===== config.mk =====
export PLATFORM = sky130hd
export DESIGN_NAME = mempool_tcdm_txn_tracker
export DESIGN_NICKNAME = d
export VERILOG_FILES = /design/src/rtl/mempool_tcdm_txn_tracker.sv
export SDC_FILE = /design/constraint.sdc
export NUM_CORES = 1
export LEC_CHECK = 0
export ABC_AREA = 0
export CAP_MARGIN = 40
export CORE_UTILIZATION = 37
export CTS_BUF_LIST = sky130_fd_sc_hd__clkbuf_16
export DETAILED_ROUTE_END_ITERATION = 6
export PLACE_DENSITY = 0.87
export SETUP_SLACK_MARGIN = 0.1
export SLEW_MARGIN = 10
export SYNTH_ARGS = -nofsm -noshare
export SYNTH_HDL_FRONTEND = slang
export SYNTH_SLANG_ARGS = --single-unit

===== constraint.sdc =====
create_clock -name clk_i -period 2.55 [get_ports clk_i]
set_input_delay 0.3825 -clock clk_i [delete_from_list [all_inputs] [get_ports clk_i]]
set_output_delay 0.3825 -clock clk_i [all_outputs]
set_load 0.05 [all_outputs]

===== src/rtl/mempool_tcdm_txn_tracker.sv =====
// Remote-port transaction tracker: swaps the core {meta_id, core_id} tag for a compact txn ID and restores it on the response.
// Latency: request path 0 cycles (combinational), response path 1 cycle (single output register).
// Backpressure: requests stall while NumOutstanding are in flight; responses are held while rsp_ready_i is low.
// Optional build macro: MEMPOOL_TCDM_TRACKER_PERF_EN adds peak_outstanding_o and stall_cycles_o.
module mempool_tcdm_txn_tracker #(
  parameter int unsigned NumOutstanding = 8,
  parameter int unsigned TxnIdWidth     = $clog2(NumOutstanding),
  parameter int unsigned MetaIdWidth    = 4,
  parameter int unsigned CoreIdWidth    = 2,
  parameter int unsigned DataWidth      = 32,
  parameter int unsigned AmoWidth       = 4,
  parameter int unsigned AddrWidth      = 32
) (
  input  logic                     clk_i,
  input  logic                     rst_ni,
  // upstream request (group master port)
  input  logic                     req_valid_i,
  output logic                     req_ready_o,
  input  logic [MetaIdWidth-1:0]   req_meta_id_i,
  input  logic [CoreIdWidth-1:0]   req_core_id_i,
  input  logic                     req_wen_i,
  input  logic [DataWidth/8-1:0]   req_be_i,
  input  logic [AmoWidth-1:0]      req_amo_i,
  input  logic [DataWidth-1:0]     req_data_i,
  input  logic [AddrWidth-1:0]     req_tgt_addr_i,
  // downstream request (chimney)
  output logic                     req_valid_o,
  input  logic                     req_ready_i,
  output logic [TxnIdWidth-1:0]    req_txn_id_o,
  output logic                     req_wen_o,
  output logic [DataWidth/8-1:0]   req_be_o,
  output logic [AmoWidth-1:0]      req_amo_o,
  output logic [DataWidth-1:0]     req_data_o,
  output logic [AddrWidth-1:0]     req_tgt_addr_o,
  // response from chimney
  input  logic                     rsp_valid_i,
  output logic                     rsp_ready_o,
  input  logic [TxnIdWidth-1:0]    rsp_txn_id_i,
  input  logic [AmoWidth-1:0]      rsp_amo_i,
  input  logic [DataWidth-1:0]     rsp_data_i,
  // response to group
  output logic                     rsp_valid_o,
  input  logic                     rsp_ready_i,
  output logic [MetaIdWidth-1:0]   rsp_meta_id_o,
  output logic [CoreIdWidth-1:0]   rsp_core_id_o,
  output logic [AmoWidth-1:0]      rsp_amo_o,
  output logic [DataWidth-1:0]     rsp_data_o,
  // status
  output logic [TxnIdWidth:0]      outstanding_o,
`ifdef MEMPOOL_TCDM_TRACKER_PERF_EN
  output logic [TxnIdWidth:0]      peak_outstanding_o,
  output logic [31:0]              stall_cycles_o,
`endif
  output logic                     err_unexp_rsp_o
);

  localparam int unsigned TagWidth = MetaIdWidth + CoreIdWidth;
  localparam logic [TxnIdWidth:0] CntMax = (TxnIdWidth+1)'(NumOutstanding);
  localparam logic [TxnIdWidth:0] CntOne = (TxnIdWidth+1)'(1);

  logic [NumOutstanding-1:0] r_busy;
  logic [TxnIdWidth:0]       r_count;
  logic [TagWidth-1:0]       r_tag_table [NumOutstanding];

  logic                      r_rsp_vld;
  logic [MetaIdWidth-1:0]    r_rsp_meta;
  logic [CoreIdWidth-1:0]    r_rsp_core;
  logic [AmoWidth-1:0]       r_rsp_amo;
  logic [DataWidth-1:0]      r_rsp_data;
  logic                      r_err;

  logic                      w_full;
  logic [TxnIdWidth-1:0]     w_free_id;
  logic                      w_alloc;
  logic                      w_rsp_hs;
  logic                      w_rsp_load;
  logic [NumOutstanding-1:0] w_alloc_mask;
  logic [NumOutstanding-1:0] w_free_mask;
  logic [TxnIdWidth:0]       w_count_nxt;
  logic [TagWidth-1:0]       w_tag_rd;

  assign w_full = (r_count == CntMax);

  // Lowest clear bit of the registered busy mask; stays put until a handshake changes the mask.
  always_comb begin
    w_free_id = '0;
    for (int i = NumOutstanding - 1; i >= 0; i--) begin
      if (!r_busy[i]) w_free_id = TxnIdWidth'(i);
    end
  end

  assign req_valid_o    = req_valid_i & ~w_full;
  assign req_ready_o    = req_ready_i & ~w_full;
  assign req_txn_id_o   = w_free_id;
  assign req_wen_o      = req_wen_i;
  assign req_be_o       = req_be_i;
  assign req_amo_o      = req_amo_i;
  assign req_data_o     = req_data_i;
  assign req_tgt_addr_o = req_tgt_addr_i;

  assign w_alloc    = req_valid_i & req_ready_o;
  assign rsp_ready_o = ~r_rsp_vld | rsp_ready_i;
  assign w_rsp_hs   = rsp_valid_i & rsp_ready_o;
  // A response only counts if its ID is actually in flight; others are swallowed and flagged.
  assign w_rsp_load = w_rsp_hs & r_busy[rsp_txn_id_i];
  assign w_tag_rd   = r_tag_table[rsp_txn_id_i];

  // One-hot set/clear masks; the allocated ID is free and the freed ID is busy, so they never collide.
  always_comb begin
    w_alloc_mask = '0;
    w_free_mask  = '0;
    if (w_alloc)    w_alloc_mask[w_free_id]    = 1'b1;
    if (w_rsp_load) w_free_mask[rsp_txn_id_i]  = 1'b1;
  end

  // Next in-flight count; allocate and free in the same cycle cancel out.
  always_comb begin
    w_count_nxt = r_count;
    if (w_alloc && !w_rsp_load)      w_count_nxt = r_count + CntOne;
    else if (!w_alloc && w_rsp_load) w_count_nxt = r_count - CntOne;
  end

  // Busy mask and in-flight counter.
  always_ff @(posedge clk_i or negedge rst_ni) begin
    if (!rst_ni) begin
      r_busy  <= '0;
      r_count <= '0;
    end else begin
      r_busy  <= (r_busy | w_alloc_mask) & ~w_free_mask;
      r_count <= w_count_nxt;
    end
  end

  // Tag table: remember the core tag under the granted ID.
  always_ff @(posedge clk_i or negedge rst_ni) begin
    if (!rst_ni) begin
      for (int i = 0; i < NumOutstanding; i++) r_tag_table[i] <= '0;
    end else if (w_alloc) begin
      r_tag_table[w_free_id] <= {req_meta_id_i, req_core_id_i};
    end
  end

  // Single-entry response register with restored tag; holds while the group stalls.
  always_ff @(posedge clk_i or negedge rst_ni) begin
    if (!rst_ni) begin
      r_rsp_vld  <= 1'b0;
      r_rsp_meta <= '0;
      r_rsp_core <= '0;
      r_rsp_amo  <= '0;
      r_rsp_data <= '0;
    end else if (w_rsp_load) begin
      r_rsp_vld  <= 1'b1;
      r_rsp_meta <= w_tag_rd[TagWidth-1:CoreIdWidth];
      r_rsp_core <= w_tag_rd[CoreIdWidth-1:0];
      r_rsp_amo  <= rsp_amo_i;
      r_rsp_data <= rsp_data_i;
    end else if (rsp_ready_i) begin
      r_rsp_vld  <= 1'b0;
    end
  end

  // Error pulse one cycle after a response to an ID that was not in flight.
  always_ff @(posedge clk_i or negedge rst_ni) begin
    if (!rst_ni) r_err <= 1'b0;
    else         r_err <= w_rsp_hs & ~r_busy[rsp_txn_id_i];
  end

  assign rsp_valid_o     = r_rsp_vld;
  assign rsp_meta_id_o   = r_rsp_meta;
  assign rsp_core_id_o   = r_rsp_core;
  assign rsp_amo_o       = r_rsp_amo;
  assign rsp_data_o      = r_rsp_data;
  assign outstanding_o   = r_count;
  assign err_unexp_rsp_o = r_err;

`ifdef MEMPOOL_TCDM_TRACKER_PERF_EN
  logic [TxnIdWidth:0] r_peak;
  logic [31:0]         r_stall;

  // High-water mark of the in-flight count and stalled-request cycle counter.
  always_ff @(posedge clk_i or negedge rst_ni) begin
    if (!rst_ni) begin
      r_peak  <= '0;
      r_stall <= '0;
    end else begin
      if (w_count_nxt > r_peak)   r_peak  <= w_count_nxt;
      if (req_valid_i && w_full)  r_stall <= r_stall + 32'd1;
    end
  end

  assign peak_outstanding_o = r_peak;
  assign stall_cycles_o     = r_stall;
`endif

endmodule


==> impl_metrics.py <==
metrics = {
    "outcome": {
        "status": "completed",
    },
    "worst_setup_path": {
        "worst_path_largest_cell_delay_ns": 0.55,
        "crit_start": "r_busy[4]",
        "cp_common_cell": "nor2_1",
        "end_kind": "primary output",
        "worst_path_max_delay_cell": "dlygate4sd2_1",
        "required_ns": 2.17,
        "worst-setup-path-type": "flop to primary output",
        "r2r-start": "outstanding_o[2]",
        "critPathMaxFanout": 5,
        "arrival_ns": 2.00,
        "startpoint_type": "flop",
        "cp_cell_sequence": "nand2_1 -> a21oi_1 -> nor2_1 -> nor2_1 -> dlygate4sd2_1",
    },
    "power_and_ir_drop": {
        "power_density_mw_per_mm2": 1227,
        "power_frac_comb_pct": 48.0,
        "p_total_mw": 7.949,
        "swShare_pct": 40.13,
        "p_clk_share_pct": 16.8,
        "ir_drop_v": 0.0004870,
        "p_switching_mw": 3.190,
        "power_frac_seq_pct": 35.2,
        "intPower_mw": 4.760,
        "p_leak_nw": 2.815,
    },
    "cells_and_area": {
        "antenna_cells": 0,
        "fin_nets": 589,
        "drive_gt1_share_pct": 34.33,
        "n_fill_cell": 1203,
        "synthToLayoutAreaGrowth_pct": 23.12,
    },
    "routing": {
        "drt_iter0_markers": 212,
        "dr.pass1.iters": 4,
        "route.detailed.drc": 0,
        "wl_per_cell_um": 18.59,
        "antenna_left": 0,
        "drt-total-wl_um": 12010,
        "vias_per_cell": 5.158,
        "vias": 3332,
    },
    "clocking": {
        "path_clk_slew_ns": 0.07,
        "clock_latency_ns": 0.34,
        "cts_sinks": 104,
        "htreeDepth": 3,
        "numCtsBuffers": 9,
        "tritoncts": "done",
        "cts_buffer_depth": 2,
        "root_buffer": "clkbuf_16",
    },
    "sta": {
        "fin_skew_ns": 0.006959,
        "fin_crit_sh_pct": 93.49,
        "setup_ws_ns": 0.1661,
        "slew_headroom_pct": 54.01,
        "layout_min_cycle_time_ns": 2.384,
        "rsz0062_at_grt": "no",
        "setup_violations": 0,
        "hold_viol": 0,
        "fmax_mhz": 419.5,
        "worstMarginPinSlew_ns": 0.6899,
        "setup-tns-final_ns": 0,
        "finalMaxSlewViolations": 0,
    },
    "synth": {
        "seq_area_frac_synth_pct": 49.48,
        "ys_top_cells_by_count": "104 x dfrtp_1, 73 x buf_4, 58 x mux2_2",
        "synth_top_area_share_pct": 49.48,
        "synth_edf_count": 0,
        "synth_area_mm2": 0.005260,
        "synth-seq-cells": 104,
        "syn_nets": 532,
        "synthFlopType": "dfrtp_1",
        "ys_types": 52,
        "yosysTopAreaCell": "dfrtp_1",
        "synthCells": 404,
        "async_flop_share_pct": 100.0,
        "avgSynthCellArea_um2": 13.02,
        "yosysMostFrequentCell": "dfrtp_1",
        "synthTopCellsByArea": "dfrtp_1 49%, mux2_2 12%, buf_4 10%",
        "yosys_warnings": 0,
    },
    "global_route": {
        "grt_overflow": 0,
        "grt_pass1_vias": 3580,
        "antenna_found_initial": 0,
        "grt_max_degree": 52,
        "grt_pass1_wl_um": 18730,
        "track_usage_pct": 16.58,
    },
    "floorplan": {
        "rows": 43,
        "core_area_mm2": 0.01388,
        "num_io_pins": 251,
        "start_util_pct": 37.89,
        "die_area_mm2": 0.01470,
        "fp.dieH_um": 121.2,
        "die_w_um": 121.2,
    },
    "place": {
        "dp_hpwl_um": 8779,
        "place.gp.congestion": 0.8693,
        "place_worst_setup_slack_ns": -0.3200,
        "portBuffers": 104,
    },
    "flow_run": {
        "maxCapViolCount": 0,
    },
    "hold_path": {
        "hp-class": "input port to async pin",
    },
}
final timing paths:
| kind | endpoint | slack (ns) | cells past startpoint |
|---|---|---|---|
| setup / recovery | req_txn_id_o[1] | 0.17 | 5 |
| hold / removal | r_tag_table[11] | 0.08 | 1 |
| setup reg to reg | outstanding_o[3] | 0.23 | 10 |
| hold reg to reg | r_tag_table[2] | 0.48 | 1 |
| max in group asynchronous | rsp_data_o[19] | 1.75 | 2 |
| min in group clk_i | r_tag_table[2] | 0.48 | 1 |
kinds of logic (layout without fill, tap and decap cells):
logic type,count (synthesis),count (layout),share of synthesized area [%]
mux,106,106,24.93
flops,104,104,49.48
buf+inv,95,157,12.70
simple gates,49,49,5.471
compound gates,42,42,5.662
fa+ha+maj,4,4,1.094
xor+xnor,4,4,0.6662
state kept, by name, indices dropped and copies added (netlist names):
name,cells
r_tag_table,48
rsp_data_o,32
r_busy,8
outstanding_o,4
rsp_amo_o,4
rsp_meta_id_o,4
rsp_core_id_o,2
err_unexp_rsp_o,1
rsp_valid_o,1
per-layer routing:
metal	part of all wire (%)	GRT usage [%]
met3	7.0	4.088
met2	52	27.93
met5	0	0
met1	37	18.99
met4	3.7	9.954
worst max-delay path, delay by kind of cell, from the launching register on:
family                 cells  cell delay [ns]
AOI/OAI and AO/OA          1             0.26
buffers and inverters      1             0.55
DFF                        1             0.43
and+or+nand+nor            3             0.43
power groups by stage:
stage / Clock [mW] / Combinational [mW] / Sequential [mW]
after floorplan: 0 / 1.84 / 3.82
after global placement: 0 / 3.70 / 2.77
after detailed placement: 0 / 3.80 / 2.82
after CTS: 1.37 / 3.81 / 2.80
after global routing: 1.44 / 4.01 / 2.88
final: 1.33 / 3.81 / 2.80
what timing repair did:
item / CTS / global route
endpoints found under the hold margin: 0 / 0
pin swaps: 0 / 3
gates resized for setup: 4 / 9
setup buffers: 0 / 1
hold buffers: 0 / 0
endpoints found under the setup margin: 5 / 2
cell type report:
cell class / instances / area (µm²) / share of cell area [%]
well taps: 180 / 225.2 / 3.478
multi-input cells: 205 / 2061 / 31.82
flip-flops and latches: 104 / 2608 / 40.26
clock buffers: 9 / 225.2 / 3.478
repair buffers: 133 / 1262 / 19.49
clock inverters: 7 / 62.56 / 0.9660
inverters: 8 / 32.53 / 0.5023
layout by cell type (no fill, tap or decap), drive strengths merged, types with 3 or more instances in the layout:
cell | Yosys | final
a21oi | 7 | 7
a32oi | 4 | 4
buf | 85 | 33
clkbuf | 2 | 9
clkdlybuf4s50 | 0 | 94
clkinv | 0 | 3
dfrtp | 104 | 104
dlygate4sd2 | 0 | 3
ha | 3 | 3
inv | 8 | 11
mux2 | 94 | 94
mux2i | 8 | 8
mux4 | 4 | 4
nand2 | 13 | 13
nand3 | 6 | 6
nand4 | 3 | 3
nor2 | 12 | 12
nor2b | 3 | 3
nor3 | 4 | 4
o21ai | 9 | 9
o22ai | 3 | 3
xnor2 | 3 | 3
through the flow:
stage	util (%)	instances	hold slack, ns	instance area (µm²)
floorplan	-	404	0.08691	5308
global placement	44.35	629	0.4437	6156
detailed placement	44.35	629	0.4523	6156
CTS	46.39	645	0.08744	6439
global route	46.66	646	0.1206	6476
finish	46.66	646	0.07566	6476
(Power assumes the default switching activity.)
